`config.mk`:
```
export PLATFORM = sky130hd
export DESIGN_NAME = cacheline_arbiter
export DESIGN_NICKNAME = d
export VERILOG_FILES = /design/src/rtl/arb_pkg.sv /design/src/rtl/arb_pick.sv /design/src/rtl/cacheline_arbiter.sv
export SDC_FILE = /design/constraint.sdc
export NUM_CORES = 1
export LEC_CHECK = 0
export CORE_AREA = 4 4 537 539
export DETAILED_ROUTE_END_ITERATION = 12
export DIE_AREA = 0 0 541 543
export GPL_TIMING_DRIVEN = 0
export HOLD_SLACK_MARGIN = 0.05
export PLACE_DENSITY_LB_ADDON = 0.1
export SYNTH_ARGS = -nofsm -noshare
export SYNTH_HDL_FRONTEND = slang
export SYNTH_SLANG_ARGS = --single-unit
```
`constraint.sdc`:
```
create_clock -name clk -period 2.22 [get_ports clk]
set_input_delay 0.222 -clock clk [delete_from_list [all_inputs] [get_ports clk]]
set_output_delay 0.222 -clock clk [all_outputs]
set_load 0.03 [all_outputs]
```
`src/rtl/arb_pkg.sv`:
```
// Shared types and default widths for the I/D-cache pmem arbiter.
// The cache and memory model use the same width defaults.
package arb_pkg;

   localparam int ADDR_W = 32;
   localparam int LINE_W = 256;

   typedef enum logic [1:0] {
      IDLE  = 2'd0,
      GNT_I = 2'd1,
      GNT_D = 2'd2
   } arb_state_e;

   typedef enum logic {
      REQ_I = 1'b0,
      REQ_D = 1'b1
   } req_id_e;

endpackage

```
`src/rtl/arb_pick.sv`:
```
// Combinational winner select between the I-cache and D-cache requests.
// RR_EN=1 alternates on contention; RR_EN=0 always favours the D-cache.
module arb_pick
   import arb_pkg::*;
#(
   parameter bit RR_EN = 1'b1
) (
   input  logic    i_req,
   input  logic    d_req,
   input  req_id_e last_grant,
   output logic    any_req,
   output req_id_e winner
);

   // A lone requester always wins; contention is settled by the pick rule.
   always_comb begin
      any_req = i_req | d_req;
      winner  = REQ_I;
      if (d_req && !i_req) begin
         winner = REQ_D;
      end else if (d_req && i_req) begin
         if (RR_EN) begin
            winner = (last_grant == REQ_I) ? REQ_D : REQ_I;
         end else begin
            winner = REQ_D;
         end
      end
   end

endmodule

```
`src/rtl/cacheline_arbiter.sv`:
```
// Shares one pmem cacheline port between the I-cache and the D-cache.
// One whole-line transaction at a time; the granted command is latched and held
// until pmem_resp, then a mandatory IDLE cycle lets the served cache drop its request.
module cacheline_arbiter #(
   parameter int ADDR_W = arb_pkg::ADDR_W,
   parameter int LINE_W = arb_pkg::LINE_W,
   parameter bit RR_EN  = 1'b1
) (
   input  logic              clk,
   input  logic              rst,
   input  logic              i_read,
   input  logic [ADDR_W-1:0] i_address,
   output logic [LINE_W-1:0] i_rdata,
   output logic              i_resp,
   input  logic              d_read,
   input  logic              d_write,
   input  logic [ADDR_W-1:0] d_address,
   input  logic [LINE_W-1:0] d_wdata,
   output logic [LINE_W-1:0] d_rdata,
   output logic              d_resp,
   output logic              pmem_read,
   output logic              pmem_write,
   output logic [ADDR_W-1:0] pmem_address,
   output logic [LINE_W-1:0] pmem_wdata,
   input  logic [LINE_W-1:0] pmem_rdata,
   input  logic              pmem_resp
);

   import arb_pkg::*;

   arb_state_e        state_reg;
   req_id_e           last_grant_reg;
   logic              pmem_read_reg;
   logic              pmem_write_reg;
   logic [ADDR_W-1:0] addr_reg;
   logic [LINE_W-1:0] wdata_reg;

   logic              d_req;
   logic              any_req;
   req_id_e           winner;

   assign d_req = d_read | d_write;

   arb_pick #(
      .RR_EN(RR_EN)
   ) u_pick (
      .i_req      (i_read),
      .d_req      (d_req),
      .last_grant (last_grant_reg),
      .any_req    (any_req),
      .winner     (winner)
   );

   // Grant FSM: latch the winner's command in IDLE, hold it until pmem_resp.
   always_ff @(posedge clk) begin
      if (rst) begin
         state_reg      <= IDLE;
         last_grant_reg <= REQ_I;
         pmem_read_reg  <= 1'b0;
         pmem_write_reg <= 1'b0;
         addr_reg       <= '0;
         wdata_reg      <= '0;
      end else begin
         case (state_reg)
            IDLE: begin
               if (any_req) begin
                  last_grant_reg <= winner;
                  if (winner == REQ_D) begin
                     // A write-back wins over a simultaneous (illegal) read.
                     state_reg      <= GNT_D;
                     pmem_write_reg <= d_write;
                     pmem_read_reg  <= ~d_write;
                     addr_reg       <= d_address;
                     wdata_reg      <= d_wdata;
                  end else begin
                     state_reg      <= GNT_I;
                     pmem_write_reg <= 1'b0;
                     pmem_read_reg  <= 1'b1;
                     addr_reg       <= i_address;
                     wdata_reg      <= '0;
                  end
               end
            end
            GNT_I, GNT_D: begin
               if (pmem_resp) begin
                  state_reg      <= IDLE;
                  pmem_read_reg  <= 1'b0;
                  pmem_write_reg <= 1'b0;
               end
            end
            default: begin
               state_reg      <= IDLE;
               pmem_read_reg  <= 1'b0;
               pmem_write_reg <= 1'b0;
            end
         endcase
      end
   end

   assign pmem_read    = pmem_read_reg;
   assign pmem_write   = pmem_write_reg;
   assign pmem_address = addr_reg;
   assign pmem_wdata   = wdata_reg;

   // Response steering is combinational so the cache sees resp in the pmem_resp cycle.
   assign i_resp  = (state_reg == GNT_I) && pmem_resp;
   assign d_resp  = (state_reg == GNT_D) && pmem_resp;
   assign i_rdata = pmem_rdata;
   assign d_rdata = pmem_rdata;

   // Simulation checks for protocol misuse by the caches or the memory.
   a_no_rw_both: assert property (@(posedge clk) disable iff (rst)
      !(d_read && d_write));
   a_no_idle_resp: assert property (@(posedge clk) disable iff (rst)
      (state_reg == IDLE) |-> !pmem_resp);

endmodule

```
======== After elaboration in Yosys (flattened, before gate mapping) ========
Index checks and enable logic that the tools add are counted.
word-level totals
  bits of input ports ..................... 582
  output and inout port bits .............. 804
  flip-flop bits (word level) ............. 293
  word-level logic and storage cells ...... 38
operators by class
  multiplexer cells ....................... 16
  reductions and logical operators ........ 9
  bitwise logic cells ..................... 3
  eq/ne operators ......................... 4
operators by type and width
  cell                                                  number
  2-to-1 mux 256 bit                                    1
  2-to-1 mux 32 bit                                     1
  2-to-1 mux 1 bit                                      8
  2-to-1 mux 2 bit                                      3
  logical AND 1 bit                                     4
  != test 2 bit (second input constant)                 2
  case mux 1 bit (2 select lines)                       2
  case mux 2 bit (2 select lines)                       1
  AND reduction 2 bit                                   2
  equality test 2 x 1 -> 1 bit (second input constant)  1
  equality test 2 bit (second input constant)           1
  zero test 2 bit                                       1
  bitwise OR 1 bit                                      2
  OR reduction 2 bit                                    1
  zero test 1 bit                                       1
  NOT 1 bit                                             1

======== Logic depth before layout (Yosys ltp) ========
  depth in word-level cells ............... 7
  depth in mapped cells ................... 8
  gate-level depth less buffers ........... 5

======== Modules after synthesis ========
From an unflattened synthesis, not the netlist that was laid out.
second synthesis, totals
  cells, all modules ...................... 1,261
  area total of the unflattened synthesis .. 13,324.0 um2
by module, submodules not included
  module             area each (um2)  instances  cells each  seq. area each (um2)
  cacheline_arbiter  13,310.3         1          1,259       5,865.6
  arb_pick           13.8             1          2           0.0

======== Worst setup path after synthesis ========
OpenSTA, ideal clock, no wires.
  path type ............................... reg2reg
  start point ............................. reg state_reg[0]
  end point ............................... reg wdata_reg[227], in the netlist pmem_wdata[227]
  cell stages (with the launch flop) ...... 8
  path slack .............................. 0.714 ns
  clock period less this slack ............ 1.506 ns
  path buffers ............................ 3
  data required time ...................... 2.155 ns
  data arrival time ....................... 1.440 ns
  cells stage by stage .................... dfxtp_1 > inv_1 > ha_1 > buf_2 > clkbuf_1 > clkbuf_1 > a32oi_1 > nor2_1
on the way
  word-level cells in the longest chain between the ends .. 2
RTL lines
  what                                  line                     text
  start, declared                       cacheline_arbiter.sv:31  arb_state_e state_reg;
  start signal, assigned                cacheline_arbiter.sv:57  state_reg <= IDLE;
  start signal, assigned                cacheline_arbiter.sv:70  state_reg <= GNT_D;
  start signal, assigned                cacheline_arbiter.sv:76  state_reg <= GNT_I;
  zero test 2 bit                       cacheline_arbiter.sv:64  case (state_reg)
  AND reduction 2 bit (no source line)  --
  end signal, assigned                  cacheline_arbiter.sv:74  wdata_reg <= d_wdata;
  end, declared                         cacheline_arbiter.sv:36  logic [LINE_W-1:0] wdata_reg;
No other way between the ends.
A chain may end at the register's enable or synchronous reset.

======== Final worst setup path ========
  start point ............................. reg wdata_reg[249], in the netlist pmem_wdata[249]
  end point ............................... out pmem_wdata[249]
RTL lines
  what           line                     text
  end, declared  cacheline_arbiter.sv:24  output logic [LINE_W-1:0] pmem_wdata,
No word-level cell between the ends.

==> impl_metrics.env <==
export IMPL_rsz0062_at_grt="yes"
export IMPL_hold_path_startpoint="d_address[3]"
export IMPL_hpwl_mm=150.2
export IMPL_grt_start_max_net_pins=13
export IMPL_p_total_mw=23.92
export IMPL_netlist_instances=1609
export IMPL_drv_cap=0
export IMPL_synth_seq_cells=293
export IMPL_critical_path_required_ns=2.00
export IMPL_ys_flop_type="dfxtp_1"
export IMPL_vias=16588
export IMPL_fin_crit_ns=2.098
export IMPL_period_share_pct=94.51
export IMPL_critPathBufInv=1
export IMPL_hold_slack_ns=0.1781
export IMPL_synth_area_sq_um=14370
export IMPL_hold_viol=0
export IMPL_fp_dieW_um=541
export IMPL_ctsLongestPathBuffers=3
export IMPL_clock_skew_ns=0.03780
export IMPL_drc=0
export IMPL_yosys_area_top_type_share_pct=40.83
export IMPL_cpPeakStageDelay_ns=0.88
export IMPL_run_status="finished clean"
export IMPL_grt_ovfl_total=0
export IMPL_finalWeightedCongestion=0.7781
export IMPL_yosys_cell_types_count=24
export IMPL_startpoint_type="flop"
export IMPL_met3_usage_pct=5.381
export IMPL_ant_nets=0
export IMPL_grt_pass1_vias=17073
export IMPL_die_area_sq_um=293800
export IMPL_dpl_worst_slack_ns=-0.8444
export IMPL_final_common_cell="clkdlybuf4s50_1"
export IMPL_cp_startpoint="pmem_wdata[249]"
export IMPL_cts_sinks=293
export IMPL_ios=1386
export IMPL_yosys_top_cells_area="dfxtp_1 41%, buf_4 27%, a32oi_1 16%"
export IMPL_grtUsageMet1_pct=11.46
export IMPL_relSlewSlack_pct=37.14
export IMPL_path_clk_slew_ns=0.07
export IMPL_arrival_ns=1.88
export IMPL_drt_pass1_iter_count=5
export IMPL_clock_fmax_mhz=476.6
export IMPL_rr_startpoint="state_reg[0]"
export IMPL_antenna_found_initial=76
export IMPL_rows=196
export IMPL_grt_total_usage_pct=10.99
export IMPL_synth_nets=2194
export IMPL_critical_path_top_delay_family="buffers and inverters"
export IMPL_p_leak_nw=11.66
export IMPL_clock_latency_ns=0.65
export IMPL_drive_gt1_share_pct=24.28
export IMPL_layout_common_cells="1090 x clkdlybuf4s50_1, 519 x buf_4, 293 x dfxtp_1, 289 x nor2_1, 256 x a32oi_1"
export IMPL_tightest_slew_ns=0.9429
export IMPL_worstSetupEndpointType="primary output"
export IMPL_cts_buffers=47
export IMPL_slowest_stage="clkdlybuf4s50_1"
export IMPL_path_class="flop to primary output"
export IMPL_busiest_layer="met2"
export IMPL_wl_per_cell_um=25.89
export IMPL_drtIter0Drc=763
export IMPL_max_vdd_ir_drop_uv=516.3
export IMPL_layout_setup_ws_ns=0.1220
export IMPL_setup_viol=0
export IMPL_synth_warnings=0
export IMPL_hp_class="input port to flop"
export IMPL_cp_cell_sequence="clkdlybuf4s50_1"
export IMPL_synth_area_per_cell_sq_um=8.928
export IMPL_p_per_area_nw_per_um2=746.3
export IMPL_numPortBuffers=1126
export IMPL_largest_reg_flops=256
export IMPL_nets=3371
export IMPL_yosysSeqAreaShare_pct=40.83
export IMPL_clock_root_buffer="clkbuf_16"
export IMPL_core_sq_um=284000
export IMPL_synth_edf_count=0
export IMPL_final_max_slew_violation_count=0
export IMPL_grt_use_met2_pct=20.22
export IMPL_crit_fanout=2
export IMPL_wirelength_mm=170.8
export IMPL_cts_tree="built"
export IMPL_area_growth_syn_to_layout_pct=123.1
export IMPL_synth_top_cell_by_area="dfxtp_1"
export IMPL_async_flop_share_pct=0
export IMPL_initial_utilization_pct=5.058
export IMPL_vias_per_cell=2.514
export IMPL_h_tree_depth=2
export IMPL_grt_first_pass_wirelength_mm=208.8
export IMPL_die_h_um=543
==> path summary, 6_finish.rpt <==
| kind | endpoint | slack, ns | cells after the start |
|---|---|---|---|
| max | pmem_wdata[249] | 0.12 | 1 |
| max reg2reg | pmem_wdata[85] | 0.14 | 7 |
| min reg2reg | pmem_wdata[245] | 0.48 | 2 |
| min | pmem_address[3] | 0.18 | 3 |
==> synth_stat cells, drive strengths merged, types with 2 or more instances <==
| master | n |
|---|---|
| nand3 | 3 |
| and2 | 2 |
| a21oi | 4 |
| dfxtp | 293 |
| a311oi | 32 |
| buf | 573 |
| o21ai | 4 |
| nand2 | 64 |
| nor2 | 289 |
| o31a | 2 |
| inv | 2 |
| a32oi | 256 |
| clkbuf | 73 |
| ha | 3 |
==> repair_timing <==
| item | CTS | global route |
|---|---|---|
| hold endpoints to repair | 1 | 0 |
| gates resized for setup | 73 | 20 |
| setup endpoints to repair | 291 | 95 |
| setup buffers | 0 | 1 |
| hold buffers | 2 | 0 |
==> routing by layer <==
| metal | wire (um) | vias to the layer above |
|---|---|---|
| li1 | - | 7547 |
| met4 | 1853 | 58 |
| met2 | 88220 | 893 |
| met5 | 374 | - |
| met1 | 61650 | 7947 |
| met3 | 18740 | 143 |
==> report_power, final <==
part / switching (mW) / internal [mW]
clock: 3.24 / 4.79
sequential: 0.404 / 5.92
combinational: 5.82 / 3.75
total: 9.46 / 14.5
==> through the flow <==
stage                     util (%)  TNS (ns)  area, sq um  std cells
after floorplan                  -         0        14370       1609
after global placement       10.68   -238.72        30340       6497
after detailed placement     10.69   -146.73        30350       6497
after CTS                    11.26         0        31990       6583
after global routing         11.27   -0.2355        32020       6585
final                        11.29         0        32050       6599
==> layout make-up <==
cell class | instances | area [sq um]
clock inverters | 14 | 200.2
plain buffers | 645 | 4512
fillers | 32755 | 251900
flip-flops and latches | 293 | 5866
well taps | 3762 | 4707
multi-input cells | 668 | 4064
clock buffers | 70 | 1394
repair buffers | 1129 | 11260
inverters | 2 | 7.507
diodes | 16 | 40.04
==> kinds of logic (layout without fill, tap and decap cells) <==
kind of cell	after synthesis	count (layout)	synth area share, %
AO/OA/AOI/OAI	303	303	18.42
adder cells (fa/ha/maj)	3	3	0.2613
buffers and inverters	648	1860	30.88
flip-flops	293	293	40.83
other	0	16	0
AND/OR/NAND/NOR	362	362	9.607
Note: power is estimated with default switching activity, not from simulation.
